**src/rtl/rr_grant_pkg.sv**
```systemverilog
// Shared types and defaults for the round-robin grant sequencer.
// Holds the controller state encoding and the default sizing constants.
package rr_grant_pkg;

  typedef enum logic [1:0] {
    IDLE  = 2'd0,
    GRANT = 2'd1,
    GAP   = 2'd2
  } state_e;

  localparam int DEFAULT_N_REQ    = 4;
  localparam int DEFAULT_HOLD_MAX = 8;
  localparam int DEFAULT_CNT_W    = 8;

endpackage

```
**src/rtl/rr_pick.sv**
```systemverilog
// Combinational rotating-priority picker: returns the first requester set
// after last_owner, wrapping modulo N_REQ.
module rr_pick #(
  parameter int N_REQ = 4,
  parameter int ID_W  = 2
) (
  input  logic [N_REQ-1:0] req,
  input  logic [ID_W-1:0]  last_owner,
  output logic [ID_W-1:0]  pick_id,
  output logic             pick_valid
);

  // The owner just served sits last in the search order, which gives fairness.
  always_comb begin
    pick_id    = '0;
    pick_valid = 1'b0;
    for (int i = 1; i <= N_REQ; i++) begin
      if (!pick_valid && req[(int'(last_owner) + i) % N_REQ]) begin
        pick_valid = 1'b1;
        pick_id    = ID_W'((int'(last_owner) + i) % N_REQ);
      end
    end
  end

endmodule

```
**src/rtl/rr_grant_sequencer.sv**
```systemverilog
// Round-robin arbiter sharing one datapath between N_REQ requesters, with a
// bounded hold time and a gap cycle between owners. RR_GRANT_LOCK_EN adds a lock input.
module rr_grant_sequencer
  import rr_grant_pkg::*;
#(
  parameter int N_REQ    = DEFAULT_N_REQ,
  parameter int HOLD_MAX = DEFAULT_HOLD_MAX,
  parameter int ID_W     = (N_REQ > 1) ? $clog2(N_REQ) : 1,
  parameter int CNT_W    = DEFAULT_CNT_W
) (
  input  logic             clk,
  input  logic             rst,
  input  logic [N_REQ-1:0] req,
`ifdef RR_GRANT_LOCK_EN
  input  logic             lock,
`endif
  output logic [N_REQ-1:0] gnt,
  output logic             gnt_valid,
  output logic [ID_W-1:0]  gnt_id,
  output logic             expired,
  output logic             busy
);

  localparam logic [CNT_W-1:0] HOLD_LAST = CNT_W'(HOLD_MAX - 1);

  state_e             state_q, state_d;
  logic [N_REQ-1:0]   gnt_q, gnt_d;
  logic               gnt_valid_q, gnt_valid_d;
  logic [ID_W-1:0]    gnt_id_q, gnt_id_d;
  logic [ID_W-1:0]    owner_q, owner_d;
  logic [ID_W-1:0]    last_owner_q, last_owner_d;
  logic [CNT_W-1:0]   hold_cnt_q, hold_cnt_d;
  logic               expired_q, expired_d;
  logic               busy_q, busy_d;
  logic [ID_W-1:0]    pick_id;
  logic               pick_valid;
  logic               lock_hold;

`ifdef RR_GRANT_LOCK_EN
  assign lock_hold = lock;
`else
  assign lock_hold = 1'b0;
`endif

  rr_pick #(
    .N_REQ (N_REQ),
    .ID_W  (ID_W)
  ) u_pick (
    .req        (req),
    .last_owner (last_owner_q),
    .pick_id    (pick_id),
    .pick_valid (pick_valid)
  );

  // Next-state logic; every output is computed here and registered below.
  always_comb begin
    state_d      = state_q;
    gnt_d        = gnt_q;
    gnt_id_d     = gnt_id_q;
    owner_d      = owner_q;
    last_owner_d = last_owner_q;
    hold_cnt_d   = hold_cnt_q;
    expired_d    = 1'b0;

    case (state_q)
      IDLE: begin
        gnt_d    = '0;
        gnt_id_d = '0;
        if (pick_valid) begin
          gnt_d[pick_id] = 1'b1;
          gnt_id_d       = pick_id;
          owner_d        = pick_id;
          hold_cnt_d     = '0;
          state_d        = GRANT;
        end
      end
      GRANT: begin
        // A voluntary release takes precedence over a timeout on the same edge.
        if (!req[owner_q]) begin
          gnt_d      = '0;
          gnt_id_d   = '0;
          hold_cnt_d = '0;
          state_d    = GAP;
        end else if (lock_hold) begin
          if (hold_cnt_q != HOLD_LAST) begin
            hold_cnt_d = hold_cnt_q + CNT_W'(1);
          end
        end else if (hold_cnt_q == HOLD_LAST) begin
          gnt_d      = '0;
          gnt_id_d   = '0;
          hold_cnt_d = '0;
          expired_d  = 1'b1;
          state_d    = GAP;
        end else begin
          hold_cnt_d = hold_cnt_q + CNT_W'(1);
        end
      end
      GAP: begin
        gnt_d        = '0;
        gnt_id_d     = '0;
        last_owner_d = owner_q;
        state_d      = IDLE;
      end
      default: begin
        gnt_d    = '0;
        gnt_id_d = '0;
        state_d  = IDLE;
      end
    endcase

    gnt_valid_d = |gnt_d;
    busy_d      = (state_d != IDLE);
  end

  always_ff @(posedge clk) begin
    if (rst) begin
      state_q      <= IDLE;
      gnt_q        <= '0;
      gnt_valid_q  <= 1'b0;
      gnt_id_q     <= '0;
      owner_q      <= '0;
      last_owner_q <= ID_W'(N_REQ - 1);
      hold_cnt_q   <= '0;
      expired_q    <= 1'b0;
      busy_q       <= 1'b0;
    end else begin
      state_q      <= state_d;
      gnt_q        <= gnt_d;
      gnt_valid_q  <= gnt_valid_d;
      gnt_id_q     <= gnt_id_d;
      owner_q      <= owner_d;
      last_owner_q <= last_owner_d;
      hold_cnt_q   <= hold_cnt_d;
      expired_q    <= expired_d;
      busy_q       <= busy_d;
    end
  end

  assign gnt       = gnt_q;
  assign gnt_valid = gnt_valid_q;
  assign gnt_id    = gnt_id_q;
  assign expired   = expired_q;
  assign busy      = busy_q;

endmodule

```
**config.mk**
```make
export PLATFORM = sky130hd
export DESIGN_NAME = rr_grant_sequencer
export DESIGN_NICKNAME = d
export VERILOG_FILES = /design/src/rtl/rr_grant_pkg.sv /design/src/rtl/rr_pick.sv /design/src/rtl/rr_grant_sequencer.sv
export SDC_FILE = /design/constraint.sdc
export NUM_CORES = 1
export LEC_CHECK = 0
export ABC_AREA = 1
export BUFFER_PORTS_ARGS = -buffer_cell sky130_fd_sc_hd__buf_2
export CAP_MARGIN = 30
export CORE_UTILIZATION = 35
export DETAILED_ROUTE_END_ITERATION = 12
export PLACE_DENSITY_LB_ADDON = 0.12
export RECOVER_POWER = 100
export SETUP_SLACK_MARGIN = 0.4
export SLEW_MARGIN = 5
export SYNTH_ARGS = -nofsm -noshare
export SYNTH_HDL_FRONTEND = slang
export SYNTH_HIERARCHICAL = 1
export SYNTH_SLANG_ARGS = --single-unit
```
**constraint.sdc**
```tcl
create_clock -name clk -period 2.26 [get_ports clk]
set_input_delay 0.452 -clock clk [delete_from_list [all_inputs] [get_ports clk]]
set_output_delay 0.452 -clock clk [all_outputs]
set_load 0.01 [all_outputs]
```
# Word level (Yosys, flattened, before mapping)
# Cells that the tools add are included.
totals:
  ff_bits: 23
  in_bits: 6
  output_inout_bits: 9
  elab_cells: 91
classes:
  n_addsub: 5
  order_cmp: 7
  eq_ne: 5
  muxes: 41
  bitwise_logic: 6
  n_reduce_logical: 18
op_table:
  columns: ["operator", "n"]
  rows:
  - ["two-way mux 8 bit", 3]
  - ["two-way mux 2 bit", 10]
  - ["less-than comparator 3 x 4 -> 1 bit (second input constant)", 4]
  - ["case mux 8 bit (2 select lines)", 1]
  - ["two-way mux 1 bit", 15]
  - ["two-way mux 4 bit", 3]
  - ["binary-select mux 1 bit (select 2 bit)", 5]
  - ["adder 8 x 1 -> 8 bit (second input constant)", 1]
  - ["== test 8 x 3 -> 1 bit (second input constant)", 1]
  - ["case mux 2 bit (2 select lines)", 2]
  - ["case mux 4 bit (2 select lines)", 1]
  - ["OR reduction 2 bit", 4]
  - ["less-than comparator 2 x 3 -> 1 bit (second input constant)", 2]
  - ["adder 2 x 1 -> 2 bit (second input constant)", 2]
  - ["adder 2 bit (second input constant)", 2]
  - ["bitwise AND 1 bit (first input constant)", 4]
  - ["logical AND 1 bit", 4]
  - ["AND reduction 2 bit", 2]
  - ["nonzero test 2 bit", 2]
  - ["OR reduction 4 bit", 1]
  - ["zero test 1 bit", 3]
  - ["!= test 3 bit (second input constant)", 1]
  - ["OR reduction 3 bit", 1]
  - ["demux 1 bit (select 2 bit)", 1]
  - ["other kinds (6)", 7]

# Logic depth before layout (Yosys ltp)
depth:
  depth_word: 23
  depth_mapped: 14
  depth_no_buf: 14

# Cells and area by module
# Netlist, hierarchy kept.
modules_own_cells:
  columns: ["mod", "n_inst", "cells_each", "area_each_um2", "seq_area_each_um2"]
  rows:
  - ["rr_grant_sequencer", 1, 144, 1116.1, 460.4]
  - ["rr_pick", 1, 52, 271.5, 0.0]

# Least setup slack after synthesis
# OpenSTA, ideal clock, no wires.
synth_timing:
  kind: "input port to flip-flop"
  start: "in req[2]"
  end: "reg hold_cnt_q[4]"
  setup_time_ps: 116
  t_arrival_ps: 1540
  t_required_ps: 2144
  setup_slack_ps: 604
  cell_stages: 12
  cell_sequence: "nand2_1 nand2_1 nand2_1 nand2_4 nor2_8 nand4_1 nand2_1 nand2_4 inv_2 nor3_2 xor2_1 nor2_1"
synth_via:
  elab_chain_len: 15
  word_cells_on_any_way: 28
synth_lines:
  columns: ["element", "line", "text"]
  rows:
  - ["start, declared", "rr_grant_sequencer.sv:13", "input logic [N_REQ-1:0] req,"]
  - ["binary-select mux 1 bit (select 2 bit)", "rr_pick.sv:18", "if (!pick_valid && req[(int'(last_owner) + i) % N_REQ]) begin"]
  - ["two-way mux 1 bit (implied by the code) (2 in a row)", "rr_pick.sv:18", null]
  - ["two-way mux 1 bit", "rr_pick.sv:18", null]
  - ["zero test 1 bit", "rr_pick.sv:18", null]
  - ["logical AND 1 bit", "rr_pick.sv:18", null]
  - ["two-way mux 1 bit", "rr_pick.sv:18", null]
  - ["zero test 1 bit", "rr_pick.sv:18", null]
  - ["logical AND 1 bit", "rr_pick.sv:18", null]
  - ["two-way mux 1 bit", "rr_pick.sv:18", null]
  - ["zero test 1 bit", "rr_pick.sv:18", null]
  - ["logical AND 1 bit", "rr_pick.sv:18", null]
  - ["two-way mux 1 bit (*)", "rr_pick.sv:18", null]
  - ["net pick_valid", "rr_grant_sequencer.sv:36", "logic pick_valid;"]
  - ["!= test 2 bit (no line) (*)", null, null]
  - ["AND reduction 2 bit (no line) (*)", null, null]
  - ["end signal, assigned", "rr_grant_sequencer.sv:133", "hold_cnt_q <= hold_cnt_d;"]
  - ["end, declared", "rr_grant_sequencer.sv:32", "logic [CNT_W-1:0] hold_cnt_q, hold_cnt_d;"]
# Mark *: on every way through the listed nets, which the timed path passes. The rest lies on a longest branch. The select of a mux whose other input is x is not followed.
# A chain may end at the register's enable or synchronous reset.

# Final worst setup path
layout_timing:
  start: "reg last_owner_q[0]"
  end: "reg hold_cnt_q[6]"
layout_via:
  elab_chain_len: 16
  word_cells_on_any_way: 28
layout_lines:
  columns: ["element", "line", "text"]
  rows:
  - ["start, declared", "rr_grant_sequencer.sv:31", "logic [ID_W-1:0] last_owner_q, last_owner_d;"]
  - ["start signal, assigned", "rr_grant_sequencer.sv:122", "last_owner_q <= ID_W'(N_REQ - 1);"]
  - ["start signal, assigned", "rr_grant_sequencer.sv:132", "last_owner_q <= last_owner_d;"]
  - ["adder 2 x 1 -> 2 bit", "rr_pick.sv:18", null]
  - ["binary-select mux 1 bit (select 2 bit)", "rr_pick.sv:18", null]
  - ["two-way mux 1 bit (implied by the code) (2 in a row)", "rr_pick.sv:18", null]
  - ["two-way mux 1 bit", "rr_pick.sv:18", null]
  - ["zero test 1 bit", "rr_pick.sv:18", null]
  - ["logical AND 1 bit", "rr_pick.sv:18", null]
  - ["two-way mux 1 bit", "rr_pick.sv:18", null]
  - ["zero test 1 bit", "rr_pick.sv:18", null]
  - ["logical AND 1 bit", "rr_pick.sv:18", null]
  - ["two-way mux 1 bit", "rr_pick.sv:18", null]
  - ["zero test 1 bit", "rr_pick.sv:18", null]
  - ["logical AND 1 bit", "rr_pick.sv:18", null]
  - ["two-way mux 1 bit (*)", "rr_pick.sv:18", null]
  - ["net pick_valid", "rr_grant_sequencer.sv:36", null]
  - ["!= test 2 bit (no line) (*)", null, null]
  - ["AND reduction 2 bit (no line) (*)", null, null]
# Marks and branches as above.

==> results.txt <==
- Sequential elements use roughly 33% of the synthesized area.
- Design Power: ~1.4 mW
- The final hold violation count came to 0.
- Effective utilization at floorplan: a little under two fifths
* Count of cells along the worst hold path: 2
* Worst vdd rail ir drop: 341 uV
* Hold buffer count at CTS: 0
* Multi-input combinational cell area: 850 um2
- Boundary pin count: 15
- At the end of the flow, the number of nets in the layout was roughly 230.
- Drt total wl: between 3 and 4 mm
* Worst clock skew: approximately 0.0023 ns
* Violation count after the first detailed-routing iteration: 34
* DRT antenna net count: 0
- The HPWL after detailed placement is 2.38 mm.
- STA puts the critical path data arrival time at 2.07 ns.
- The worst register-to-register path ends at hold_cnt_q[6].
* Drc violations: 0
- Worst reg-to-reg path cell count: 13
- Count of distinct cell types in the synthesized netlist: 29
- For this block, the via count after detailed routing is 1344.
- Launch point of the worst reg-to-reg path: last_owner_q[0]
- Final setup vio count: 0
- The number of nets handed over by synthesis was 203.
* Remaining Overflow, GRT: 0
- Before antenna repair, the detailed router went through 4 iterations.
- Max frequency: 519 MHz
- Commonest cells after routing, fill and taps aside: 39 x sky130_fd_sc_hd__nand2_1, 22 x sky130_fd_sc_hd__inv_1, 22 x sky130_fd_sc_hd__dfxtp_1
* Layout filler cell count: just under 400
- In the final layout, the share of cells above drive strength 1 is 29.3%.
* Hold slack final: ~0.47 ns
* Initial antenna violation count: 0
- Post-Syn Instances: 196
- No sink is reached through more buffers than the 2 on the longest clock path.
- Count of H-tree levels built during CTS: 1
* Number of input and output port buffers inserted: 14
* Cell area after synthesis: 1390 um2
* Flop-to-flop setup slack: 0.33 ns
- The tree is rooted in a sky130_fd_sc_hd__clkbuf_8.
- Aggregate negative setup slack: 0 ns
- Final-report max-slew violation count: 0
- The flow ran to the end, and the final reports show no timing, DRC or antenna violations.
* Nature of the critical path endpoint: register
- Leakage component of the power: between 0.7 and 0.8 nW
- Number of buffers inserted during clock tree synthesis: 3
* GPL Wtd Cong: just under 0.8
* Pwr/cell area: 810 nW/um2
- In the routed layout, each cell is associated on average with a via count of 4.92.
- Number of clock sinks: 23
- TritonCTS built the clock tree.
* Time the final worst path needs with I/O delays and setup: 1.93 ns
- Synth Register Bits: 23
- Setup repair after global routing could not meet its margin everywhere.
* Terminating pin of the worst hold path: gnt_id[0]
- The final critical path takes up a little under nine tenths of the cycle.
- The first global-routing pass estimated 5.22 mm of wire.
* Critical path launch point: last_owner_q[0]
- Path type of the worst min-delay path: register to register
* Critical path type: register to register
* Most common cell after layout, fill and taps aside: sky130_fd_sc_hd__nand2_1
- Hold path start: gnt_id[0]
* Top fanout value on the critical path: 8
- For the pin with the worst max-slew slack, the measured transition is around 0.33 ns.
* Layout area overhead: 22.6%
- Clock-pin slew was measured on the worst setup and hold paths at ~0.080 ns.
* DR WL/cell: 11.9 um
* Antenna diode count: 0
* Max-slew headroom at the worst pin: ~78%
- The worst setup path is launched from a register.
- For this run, the number of Yosys warnings is 6.
- Required time of the critical path: about 2.4 ns
* Width of the die: 65.0 um
- The region available for standard cell placement spans 3740 um2.
- Reg area: 464 um2
- Avg Inst Size Synth: 7.08 um2
* GRT Util Overall: 15.6%
- For the worst-skew pair, the clock arrives at the later sink with an insertion delay of 0.26 ns.
* Area of the die: 4220 um2
* Number of global-route vias before repair: 1221
- Maximum number of pins on one net before global-route repair: 18
* Row count: 22
- In this run the vertical extent of the chip is between 60 and 70 um.
- Across the run, the number of max-cap violations was 0.
cell families (layout without fill, tap and decap cells):
logic type | count (synthesis) | count (layout) | share of synthesized area [%]
buffers and inverters | 30 | 59 | 8.39
adder cells (fa/ha/maj) | 1 | 1 | 0.902
flip-flops | 23 | 23 | 33.2
AND/OR/NAND/NOR | 112 | 112 | 44.1
XOR/XNOR | 2 | 2 | 1.26
AO/OA/AOI/OAI | 28 | 28 | 12.2
cell usage after synthesis:
cell,count,area (um2)
sky130_fd_sc_hd__nor2_1,17,63.8
sky130_fd_sc_hd__o21ai_0,5,25.0
sky130_fd_sc_hd__xor2_1,2,17.5
sky130_fd_sc_hd__o21ai_4,1,16.3
sky130_fd_sc_hd__o21bai_1,1,7.51
sky130_fd_sc_hd__nand3b_1,1,7.51
sky130_fd_sc_hd__buf_4,1,7.51
sky130_fd_sc_hd__nor2_8,2,40.0
sky130_fd_sc_hd__nand3_2,1,10.0
sky130_fd_sc_hd__a211oi_1,2,15.0
sky130_fd_sc_hd__nand2_4,8,90.1
sky130_fd_sc_hd__nor3_4,1,16.3
sky130_fd_sc_hd__a21oi_1,16,80.1
sky130_fd_sc_hd__nor2_4,1,11.3
sky130_fd_sc_hd__o21a_1,1,7.51
sky130_fd_sc_hd__nor3_2,1,10.0
sky130_fd_sc_hd__nor3_1,1,5.00
sky130_fd_sc_hd__nand4_1,5,31.3
sky130_fd_sc_hd__dfxtp_1,23,460
sky130_fd_sc_hd__inv_2,5,18.8
sky130_fd_sc_hd__ha_1,1,12.5
sky130_fd_sc_hd__nand2_1,51,191
sky130_fd_sc_hd__nand3_1,16,80.1
sky130_fd_sc_hd__nand2_2,6,37.5
sky130_fd_sc_hd__clkbuf_1,1,3.75
sky130_fd_sc_hd__buf_1,1,3.75
sky130_fd_sc_hd__nand3_4,1,17.5
sky130_fd_sc_hd__a21oi_2,2,17.5
sky130_fd_sc_hd__inv_1,22,82.6
through the flow:
stage               setup WS, ns  util [%]  instance area (um2)  std cells
finish                     0.334      45.5                 1700        273
global route               0.188      45.5                 1700        273
CTS                        0.406      41.7                 1560        260
detailed placement         0.230      40.3                 1510        256
global placement           0.305      40.3                 1510        256
floorplan                  0.604         -                 1390        196
layer usage:
metal  part of all wire, %  track usage, %  up-vias  wire (um)
met5                     0               0        -          0
met4                   1.2            5.83        0         40
met3                   1.7            1.58        4         56
met2                    54            30.2       16       1750
met1                    43            17.0      641       1390
li1                      -               -      683          -
worst max path at each step:
stage                         end  slack, ns  cells past startpoint
floorplan           hold_cnt_q[4]       0.60                     12
global placement    hold_cnt_q[4]       0.31                     13
detailed placement  hold_cnt_q[7]       0.23                     14
CTS                 hold_cnt_q[5]       0.41                     13
global route        hold_cnt_q[6]       0.19                     13
finish              hold_cnt_q[6]       0.33                     13
flip-flops by register name, indices dropped and copies added (netlist names):
name,flops
busy,1
expired,1
gnt,4
gnt_id,2
gnt_valid,1
hold_cnt_q,8
last_owner_q,2
owner_q,2
state_q,2
final cells by class:
cell class / instances / share of cell area [%]
Multi-Input combinational cell: 143 / 49.9
Sequential cell: 23 / 27.3
Timing Repair Buffer: 28 / 10.1
Inverter: 27 / 6.54
Tap cell: 48 / 3.53
Clock buffer: 4 / 2.65
worst max-delay path: stages (launching register included):
cell and delay (ns):
sky130_fd_sc_hd__dfxtp_1 0.33, sky130_fd_sc_hd__inv_2 0.16, sky130_fd_sc_hd__nand2_1 0.07, sky130_fd_sc_hd__nand2_1 0.08, sky130_fd_sc_hd__nand2_1 0.12, sky130_fd_sc_hd__nand2_4 0.13, sky130_fd_sc_hd__nor2_8 0.05, sky130_fd_sc_hd__nand4_1 0.09
sky130_fd_sc_hd__nand2_1 0.10, sky130_fd_sc_hd__nand2_4 0.13, sky130_fd_sc_hd__inv_8 0.05, sky130_fd_sc_hd__clkbuf_4 0.12, sky130_fd_sc_hd__o21ai_1 0.29, sky130_fd_sc_hd__nor2_1 0.07
what timing repair did:
action	in CTS	in global routing
pin swaps	1	14
resized for setup	4	39
buffers inserted	0	13
setup endpoints to repair	4	10
report_power, final:
| group | internal (mW) | total, mW | leakage [nW] | switching, mW |
|---|---|---|---|---|
| Sequential | 0.467 | 0.506 | 0.188 | 0.0397 |
| Clock | 0.126 | 0.252 | 0.0228 | 0.126 |
| Combinational | 0.221 | 0.621 | 0.530 | 0.399 |
| Total | 0.814 | 1.38 | 0.740 | 0.565 |
(Power assumes the default switching activity.)
